### config.mk
export PLATFORM = sky130hd
export DESIGN_NAME = pll_rst_ctrl
export DESIGN_NICKNAME = d
export VERILOG_FILES = /design/src/rtl/pll_rst_pkg.sv /design/src/rtl/sync_2ff.sv /design/src/rtl/pll_rst_ctrl.sv
export SDC_FILE = /design/constraint.sdc
export NUM_CORES = 1
export LEC_CHECK = 0
export ABC_AREA = 1
export CORE_MARGIN = 10
export CORE_UTILIZATION = 35
export CTS_BUF_LIST = sky130_fd_sc_hd__clkbuf_4 sky130_fd_sc_hd__clkbuf_8
export DETAILED_ROUTE_END_ITERATION = 8
export HOLD_SLACK_MARGIN = 0.03
export PLACE_DENSITY = 0.58
export SLEW_MARGIN = 5
export SYNTH_ARGS = -nofsm -noshare
export SYNTH_HDL_FRONTEND = slang
export SYNTH_SLANG_ARGS = --single-unit
### constraint.sdc
create_clock -name i_clk -period 3.15 [get_ports i_clk]
set_input_delay 0.63 -clock i_clk [delete_from_list [all_inputs] [get_ports i_clk]]
set_output_delay 0.63 -clock i_clk [all_outputs]
set_load 0.005 [all_outputs]
### src/rtl/pll_rst_pkg.sv
// Shared types and helpers for the PLL reset/lock supervisor.
// Holds the supervisor state encoding, the loss-filter depth and the counter-width helper.
package pll_rst_pkg;

   typedef enum logic [2:0] {
      RESET     = 3'd0,
      WAIT_LOCK = 3'd1,
      STABLE    = 3'd2,
      RUN       = 3'd3,
      FAIL      = 3'd4
   } pll_state_e;

   localparam int unsigned LOSS_FILTER_CYCLES = 4;

   // Width of a counter able to reach (largest cycle parameter - 1), minimum one bit.
   function automatic int unsigned cnt_width(input int unsigned a,
                                             input int unsigned b,
                                             input int unsigned c);
      int unsigned m;
      m = a;
      if (b > m) m = b;
      if (c > m) m = c;
      return (m > 1) ? $clog2(m) : 1;
   endfunction

endpackage

### src/rtl/sync_2ff.sv
// Two-flop synchronizer for a single asynchronous status bit; both stages clear on i_rst.
module sync_2ff (
   input  logic i_clk,
   input  logic i_rst,
   input  logic i_d,
   output logic o_q
);

   logic r_meta;
   logic r_sync;

   always_ff @(posedge i_clk) begin
      if (i_rst) begin
         r_meta <= 1'b0;
         r_sync <= 1'b0;
      end else begin
         r_meta <= i_d;
         r_sync <= r_meta;
      end
   end

   assign o_q = r_sync;

endmodule

### src/rtl/pll_rst_ctrl.sv
// PLL reset/lock supervisor: pulses PLL RST, waits for a stable LOCKED, retries on timeout.
// Build option PLL_RST_CTRL_GLITCH_FILTER_EN: lock loss in RUN needs LOSS_FILTER_CYCLES consecutive lows.
module pll_rst_ctrl
   import pll_rst_pkg::*;
#(
   parameter  int unsigned RST_PULSE_CYCLES    = 16,
   parameter  int unsigned LOCK_TIMEOUT_CYCLES = 100000,
   parameter  int unsigned STABLE_CYCLES       = 1024,
   parameter  int unsigned MAX_RETRIES         = 3,
   localparam int unsigned RW                  = $clog2(MAX_RETRIES + 1)
) (
   input  logic          i_clk,
   input  logic          i_rst,
   input  logic          i_locked,
   output logic          o_pll_rst,
   output logic          o_ready,
   output logic          o_fail,
   output logic [RW-1:0] o_retry_cnt,
   output logic          o_lock_lost
);

   localparam int unsigned CW = cnt_width(RST_PULSE_CYCLES, LOCK_TIMEOUT_CYCLES, STABLE_CYCLES);

   pll_state_e    r_state;
   pll_state_e    w_state_nxt;
   logic [CW-1:0] r_cnt;
   logic [CW-1:0] w_cnt_nxt;
   logic [RW-1:0] r_retry;
   logic [RW-1:0] w_retry_nxt;

   logic w_locked_s;
   logic w_loss;
   logic w_rst_done;
   logic w_timeout;
   logic w_stable_done;
   logic w_retry_max;

   logic w_pll_rst_nxt;
   logic w_ready_nxt;
   logic w_fail_nxt;
   logic w_lock_lost_nxt;

   sync_2ff u_locked_sync (
      .i_clk (i_clk),
      .i_rst (i_rst),
      .i_d   (i_locked),
      .o_q   (w_locked_s)
   );

   assign w_rst_done    = (r_cnt == CW'(RST_PULSE_CYCLES - 1));
   assign w_timeout     = (r_cnt == CW'(LOCK_TIMEOUT_CYCLES - 1));
   assign w_stable_done = (r_cnt == CW'(STABLE_CYCLES - 1));
   assign w_retry_max   = (r_retry == RW'(MAX_RETRIES));

`ifdef PLL_RST_CTRL_GLITCH_FILTER_EN
   localparam int unsigned FW = $clog2(LOSS_FILTER_CYCLES);

   logic [FW-1:0] r_flt;

   // Counts consecutive low synchronized-lock cycles while in RUN.
   always_ff @(posedge i_clk) begin
      if (i_rst) begin
         r_flt <= '0;
      end else if ((r_state != RUN) || w_locked_s || (w_state_nxt != RUN)) begin
         r_flt <= '0;
      end else begin
         r_flt <= r_flt + FW'(1);
      end
   end

   assign w_loss = (r_state == RUN) && !w_locked_s && (r_flt == FW'(LOSS_FILTER_CYCLES - 1));
`else
   assign w_loss = (r_state == RUN) && !w_locked_s;
`endif

   // State, counter, retry and registered outputs.
   always_ff @(posedge i_clk) begin
      if (i_rst) begin
         r_state     <= RESET;
         r_cnt       <= '0;
         r_retry     <= '0;
         o_pll_rst   <= 1'b1;
         o_ready     <= 1'b0;
         o_fail      <= 1'b0;
         o_retry_cnt <= '0;
         o_lock_lost <= 1'b0;
      end else begin
         r_state     <= w_state_nxt;
         r_cnt       <= w_cnt_nxt;
         r_retry     <= w_retry_nxt;
         o_pll_rst   <= w_pll_rst_nxt;
         o_ready     <= w_ready_nxt;
         o_fail      <= w_fail_nxt;
         o_retry_cnt <= w_retry_nxt;
         o_lock_lost <= w_lock_lost_nxt;
      end
   end

   // Next-state and retry bookkeeping; lock wins over a coincident timeout.
   always_comb begin
      w_state_nxt = r_state;
      w_retry_nxt = r_retry;
      case (r_state)
         RESET: begin
            if (w_rst_done) w_state_nxt = WAIT_LOCK;
         end
         WAIT_LOCK: begin
            if (w_locked_s) begin
               w_state_nxt = STABLE;
            end else if (w_timeout) begin
               if (w_retry_max) begin
                  w_state_nxt = FAIL;
               end else begin
                  w_retry_nxt = r_retry + RW'(1);
                  w_state_nxt = RESET;
               end
            end
         end
         STABLE: begin
            if (!w_locked_s) begin
               w_state_nxt = WAIT_LOCK;
            end else if (w_stable_done) begin
               w_state_nxt = RUN;
               w_retry_nxt = '0;
            end
         end
         RUN: begin
            if (w_loss) w_state_nxt = RESET;
         end
         FAIL: begin
            w_state_nxt = FAIL;
         end
         default: begin
            w_state_nxt = RESET;
            w_retry_nxt = '0;
         end
      endcase
   end

   // Output decode of the next state; counter restarts on any state change and saturates.
   always_comb begin
      w_cnt_nxt       = '0;
      w_pll_rst_nxt   = 1'b0;
      w_ready_nxt     = 1'b0;
      w_fail_nxt      = 1'b0;
      w_lock_lost_nxt = 1'b0;
      if (w_state_nxt == r_state) begin
         w_cnt_nxt = (r_cnt == '1) ? r_cnt : r_cnt + CW'(1);
      end
      w_pll_rst_nxt   = (w_state_nxt == RESET) || (w_state_nxt == FAIL);
      w_ready_nxt     = (w_state_nxt == RUN);
      w_fail_nxt      = (w_state_nxt == FAIL);
      w_lock_lost_nxt = (r_state == RUN) && (w_state_nxt == RESET);
   end

endmodule

Word-level counts from Yosys, hierarchy flattened. Index checks and enable logic that the tools add are counted.

Register bits: 28. Latch bits: 0. RAM bits: 0. Bits in read-only memories: 0. Input bits: 3. Logic and storage cells: 53. Memories kept: 0.

Add/subtract/negate cells: 2. Multiply operators: 0. Divide/modulo/power cells: 0. Order comparisons: 0. Eq/ne operators: 17. Shifts and indexed selects: 0. Mux-type cells: 14. Bitwise gates (word level): 2. Reductions and logical operators: 9.

Operator list (count): $eq 17x17->1 const B (2); $mux 3 (7); $add 17x1->17 const B (1); $eq 17x10->1 const B (1); $eq 17x4->1 const B (1); $pmux 3 s5 (1); $mux 2 (5); $eq 3x2->1 const B (3); $ne 2x2->1 const B (4); $eq 3x3->1 const B (2); $logic_not 3->1 (2); $pmux 2 s3 (1); $reduce_and 6->1 (1); $eq 3x1->1 const B (1); $eq 3x3->1 (1); $reduce_or 3->1 (1); $add 2x1->2 const B (1); $eq 2x2->1 const B (1); $logic_and 1x1->1 (2); $ne 2x1->1 const B (1); $not 1->1 (2); $reduce_or 2->1 (1); $logic_not 1->1 (1); $logic_or 1x1->1 (1).

Longest topological paths before layout.
Depth after elaboration: 8. Gate-level depth with buffers: 14. Depth with buffers taken out: 13.

Modules after synthesis. A second synthesis with hierarchy kept.

Cell total of the unflattened synthesis: 200. Area total of the unflattened synthesis: 1458.9 µm².

Modules (own cells, without submodules): pll_rst_ctrl (times used 1, cells an instance 194, area an instance 1403.8 µm², seq. area each 520.5 µm²); sync_2ff (times used 1, cells an instance 6, area an instance 55.1 µm², seq. area each 40.0 µm²).

Worst setup path before layout. OpenSTA, ideal clock, no wires.

Path type: flip-flop to flip-flop. Start: register r_cnt[0]. End: register r_cnt[14]. Library setup time: 0.116 ns. Arrival time: 2.053 ns. Data required time: 3.034 ns. Setup slack: 0.980 ns. Stages on the path, launching flop included: 14. Path through: dfxtp_1 -> ha_1 -> nand3_1 -> inv_1 -> nand3_1 -> nor4_1 -> ha_1 -> buf_2 -> nor2_1 -> nand4_1 -> nor3_1 -> nand2_1 -> xor2_1 -> nor2_2.

Cells in the longest elaborated chain, start to end: 7. Elaborated cells on any way between the ends: 14.

Ends and longest elaborated chain: from (decl) (RTL line pll_rst_ctrl.sv:26) `logic [CW-1:0] r_cnt;`; from (signal assigned) (RTL line pll_rst_ctrl.sv:89) `r_cnt <= w_cnt_nxt;`; $eq 17x10->1 or $eq 17x17->1 (tied branches) (RTL line pll_rst_ctrl.sv:52, pll_rst_ctrl.sv:51); $mux 3, on equally long branches (RTL line pll_rst_ctrl.sv:122, pll_rst_ctrl.sv:110); $mux 3, on equally long branches (RTL line pll_rst_ctrl.sv:120, pll_rst_ctrl.sv:108); $pmux 3 s5 (RTL line pll_rst_ctrl.sv:103) `case (r_state)`; $eq 3x3->1 (RTL line pll_rst_ctrl.sv:147) `if (w_state_nxt == r_state) begin`; $not 1->1 (no source line); $reduce_or 2->1 (no source line).

Several ways; a longest one is shown, not always the timed one. A chain may end at the register's enable or synchronous reset.

Worst setup path after layout. Ends and elaborated chain as after synthesis.

==> results.sh <==
export IMPL_grt_first_pass_wirelength_mm=5.79
export IMPL_cts_hold_buffers_added=0
export IMPL_worst_hold_stages=2
export IMPL_insertedDiodeCount=0
export IMPL_worstPathArrival_ns=2.63
export IMPL_yosys_register_bits=28
export IMPL_cts_post_setup_buffers_inserted=0
export IMPL_grt_pass1_vias=1311
export IMPL_final_min_clock_period_ns=2.45
export IMPL_final_layout_size_suffix_gt1_share_pct=12.0
export IMPL_clkTransAtPathRegs_ns=0.10
export IMPL_run_status="finished, final reports clean"
export IMPL_globalRouteOverflowTotal=0
export IMPL_fin_nets=241
export IMPL_total_clock_buffers_created_by_cts=3
export IMPL_syn_cell_area_um2=1590
export IMPL_timing_max_cap_violations=0
export IMPL_fmaxAchievable_mhz=408
export IMPL_synth_yosys_seq_area_share_pct=35.2
export IMPL_floorplan_rows=24
export IMPL_hold_path_class="reg -> reg"
export IMPL_synthFlopType="dfxtp_1"
export IMPL_chipHeight_um=87.4
export IMPL_cellPowerDensity_nw_per_um2=351
export IMPL_buffer_ports_inserted=8
export IMPL_power_leakage_uw=0.000702
export IMPL_cts_sinks=28
export IMPL_vdd_ir_drop_max_uv=145
export IMPL_count_of_antenna_violating_nets_left_after_detailed_routing=0
export IMPL_regToRegSetupSlack_ns=0.70
export IMPL_insertion_delay_ns=0.28
export IMPL_top_level_ports=9
export IMPL_instance_count_of_the_mapped_netlist=226
export IMPL_die_area_um2=7640
export IMPL_cts_htree_levels=1
export IMPL_die_width_um=87.4
export IMPL_post_route_util_pct=40.2
export IMPL_tritoncts="built"
export IMPL_synth_yosys_warnings=0
export IMPL_initial_core_util_pct=36.3
export IMPL_whs_endpoint="u_locked_sync.o_q$_SDFF_PP0_"
export IMPL_grt_max_degree=18
export IMPL_cts_root_buffer="clkbuf_8"
export IMPL_routabilityCongestion=0.881
export IMPL_wirelength_mm=3.26
export IMPL_firstDrtPassIters=4
export IMPL_ff2ff_path_depth=12
export IMPL_detailroute_via_count=1367
export IMPL_yosys_cell_types_count=29
export IMPL_setup_viol=0
export IMPL_timing_critical_path_required_ns=3.33
export IMPL_fin_worst_skew_ns=0.00265
export IMPL_avgSynthCellArea_um2=7.04
export IMPL_initial_antenna_violation_count=0
export IMPL_via_per_inst=4.78
export IMPL_worst_slew_pin_transition_ns=0.344
export IMPL_setup_worst_path_start_class="register"
export IMPL_initial_drc_count=137
export IMPL_worstReg2RegEnd="r_cnt[14]$_SDFFE_PP0P_"
export IMPL_timing_worst_setup_path_type="reg -> reg"
export IMPL_setup_tns_after_final_layout_ns=0
export IMPL_clk_path_buf_depth=2
export IMPL_detail_route_drc_violations=0
export IMPL_postSynthNetCount=232
export IMPL_hold_viol=0
export IMPL_hp_start="u_locked_sync.r_meta$_SDFF_PP0_"
export IMPL_synth_top_cell_by_area="dfxtp_1"
export IMPL_slew_margin_rel_pct=76.9
export IMPL_cts_repair_resized=0
export IMPL_final_cells=286
export IMPL_grt_setup_unrepaired="false"
export IMPL_syn_to_final_growth_pct=10.9
export IMPL_ys_async_sr_fraction_pct=0
export IMPL_synth_enable_flop_cells=0
export IMPL_worst_path_max_fanout=7
export IMPL_synth_top_cell_area_share_pct=35.2
export IMPL_grtUsageTotal_pct=9.23
export IMPL_dp_final_hpwl_mm=2.45
export IMPL_netlist_top_cells_area="dfxtp_1 (35%), nor2_1 (9.7%), nand2_1 (8.7%)"
export IMPL_average_wire_per_cell_in_the_routed_design_um=11.4
export IMPL_r2r_start="r_cnt[0]$_SDFFE_PP0P_"
export IMPL_placeable_area_um2=4380
export IMPL_final_max_slew_viols=0
export IMPL_post_place_cells=282
export IMPL_fin_crit_sh_pct=77.7
export IMPL_worstSetupEndpointType="register"
cell type report:
class | count | area, um2
clock buffers | 4 | 55.1
fillers | 467 | 2620
inverters | 34 | 128
multi-input cells | 160 | 875
flip-flops and latches | 28 | 561
well taps | 52 | 65.1
repair buffers | 8 | 80.1
critical path: stages (launching register included):
cell     delay [ns]
dfxtp_1        0.34
ha_1           0.21
nand3_1        0.18
inv_1          0.09
nand3_1        0.09
nor4_1         0.05
ha_1           0.27
nor2_1         0.24
nand4_1        0.21
nor3_1         0.33
nand2_1        0.11
xor2_1         0.17
nor2_2         0.05
worst max-delay path by stage:
stage                           from                endpoint  slack (ns)  cells after the start
6_report       r_cnt[0]$_SDFFE_PP0P_  r_cnt[14]$_SDFFE_PP0P_        0.70                     12
5_1_grt        r_cnt[0]$_SDFFE_PP0P_  r_cnt[14]$_SDFFE_PP0P_        0.43                     12
4_1_cts        r_cnt[0]$_SDFFE_PP0P_  r_cnt[14]$_SDFFE_PP0P_        0.69                     12
3_5_place_dp   r_cnt[0]$_SDFFE_PP0P_  r_cnt[14]$_SDFFE_PP0P_        0.71                     12
3_3_place_gp   r_cnt[0]$_SDFFE_PP0P_  r_cnt[14]$_SDFFE_PP0P_        0.79                     12
2_1_floorplan  r_cnt[0]$_SDFFE_PP0P_  r_cnt[14]$_SDFFE_PP0P_        0.98                     13
flip-flops by register name, indices dropped and copies added, names as in the netlist:
| name | cells |
|---|---|
| o_fail | 1 |
| o_lock_lost | 1 |
| u_locked_sync.o_q | 1 |
| r_cnt | 17 |
| r_state | 3 |
| u_locked_sync.r_meta | 1 |
| r_retry | 2 |
| o_ready | 1 |
| o_pll_rst | 1 |
report_power, final:
| part | total (uW) | switching [uW] | internal [uW] |
|---|---|---|---|
| combinational | 23.9 | 14.7 | 9.29 |
| clock | 231 | 119 | 112 |
| sequential | 363 | 4.46 | 359 |
metrics by stage:
stage | setup WS, ns | hold slack [ns] | cell area (um2) | total power (uW)
floorplan | 0.980 | 0.388 | 1590 | 390
global route | 0.434 | 0.431 | 1760 | 646
global placement | 0.790 | 0.390 | 1710 | 395
detailed placement | 0.706 | 0.400 | 1710 | 396
finish | 0.701 | 0.412 | 1760 | 618
CTS | 0.695 | 0.415 | 1760 | 627
Yosys cell counts (2+ instances only):
master	instances
nand4_1	6
o21ai_0	4
nor2_2	11
inv_2	2
a21oi_1	5
nand2_1	37
nand3b_1	2
nor3_1	5
xor2_1	10
inv_1	32
nor4_1	2
xnor2_1	5
nand2_2	4
dfxtp_1	28
nor2_1	41
nand3_2	2
ha_1	3
nand3_1	16
cell usage in the layout, fill, tap and decap left out, drive strengths merged:
master | synthesis | final
ha | 3 | 3
mux2i | 1 | 1
o21ai | 4 | 4
clkdlybuf4s50 | 0 | 8
dfxtp | 28 | 28
xnor2 | 5 | 5
nor3 | 7 | 7
nand3 | 19 | 19
nand2 | 41 | 41
clkbuf | 1 | 4
a31oi | 1 | 1
inv | 34 | 34
nand4 | 7 | 7
nor4 | 2 | 2
nand3b | 2 | 2
a21oi | 5 | 5
nor2 | 53 | 53
xor2 | 10 | 10
per-layer routing:
metal | up-vias | GRT usage (%) | wire (um)
li1 | 727 | - | -
met1 | 616 | 12.4 | 1650
met2 | 19 | 13.6 | 1430
met3 | 5 | 1.78 | 108
met4 | 0 | 4.78 | 63
met5 | - | 0 | 0
cells by family (layout without fill, tap and decap cells):
kind of cell / after synthesis / count (layout) / synth area share, %
buffers and inverters: 38 / 46 / 9.76
adders and majority gates: 3 / 3 / 2.36
muxes: 1 / 1 / 0.629
AOI/OAI and AO/OA: 10 / 10 / 3.23
xor gates and xnor gates: 15 / 15 / 8.26
and+or+nand+nor: 131 / 131 / 40.5
DFF: 28 / 28 / 35.2
No activity file was read; power rests on OpenSTA's default activity.
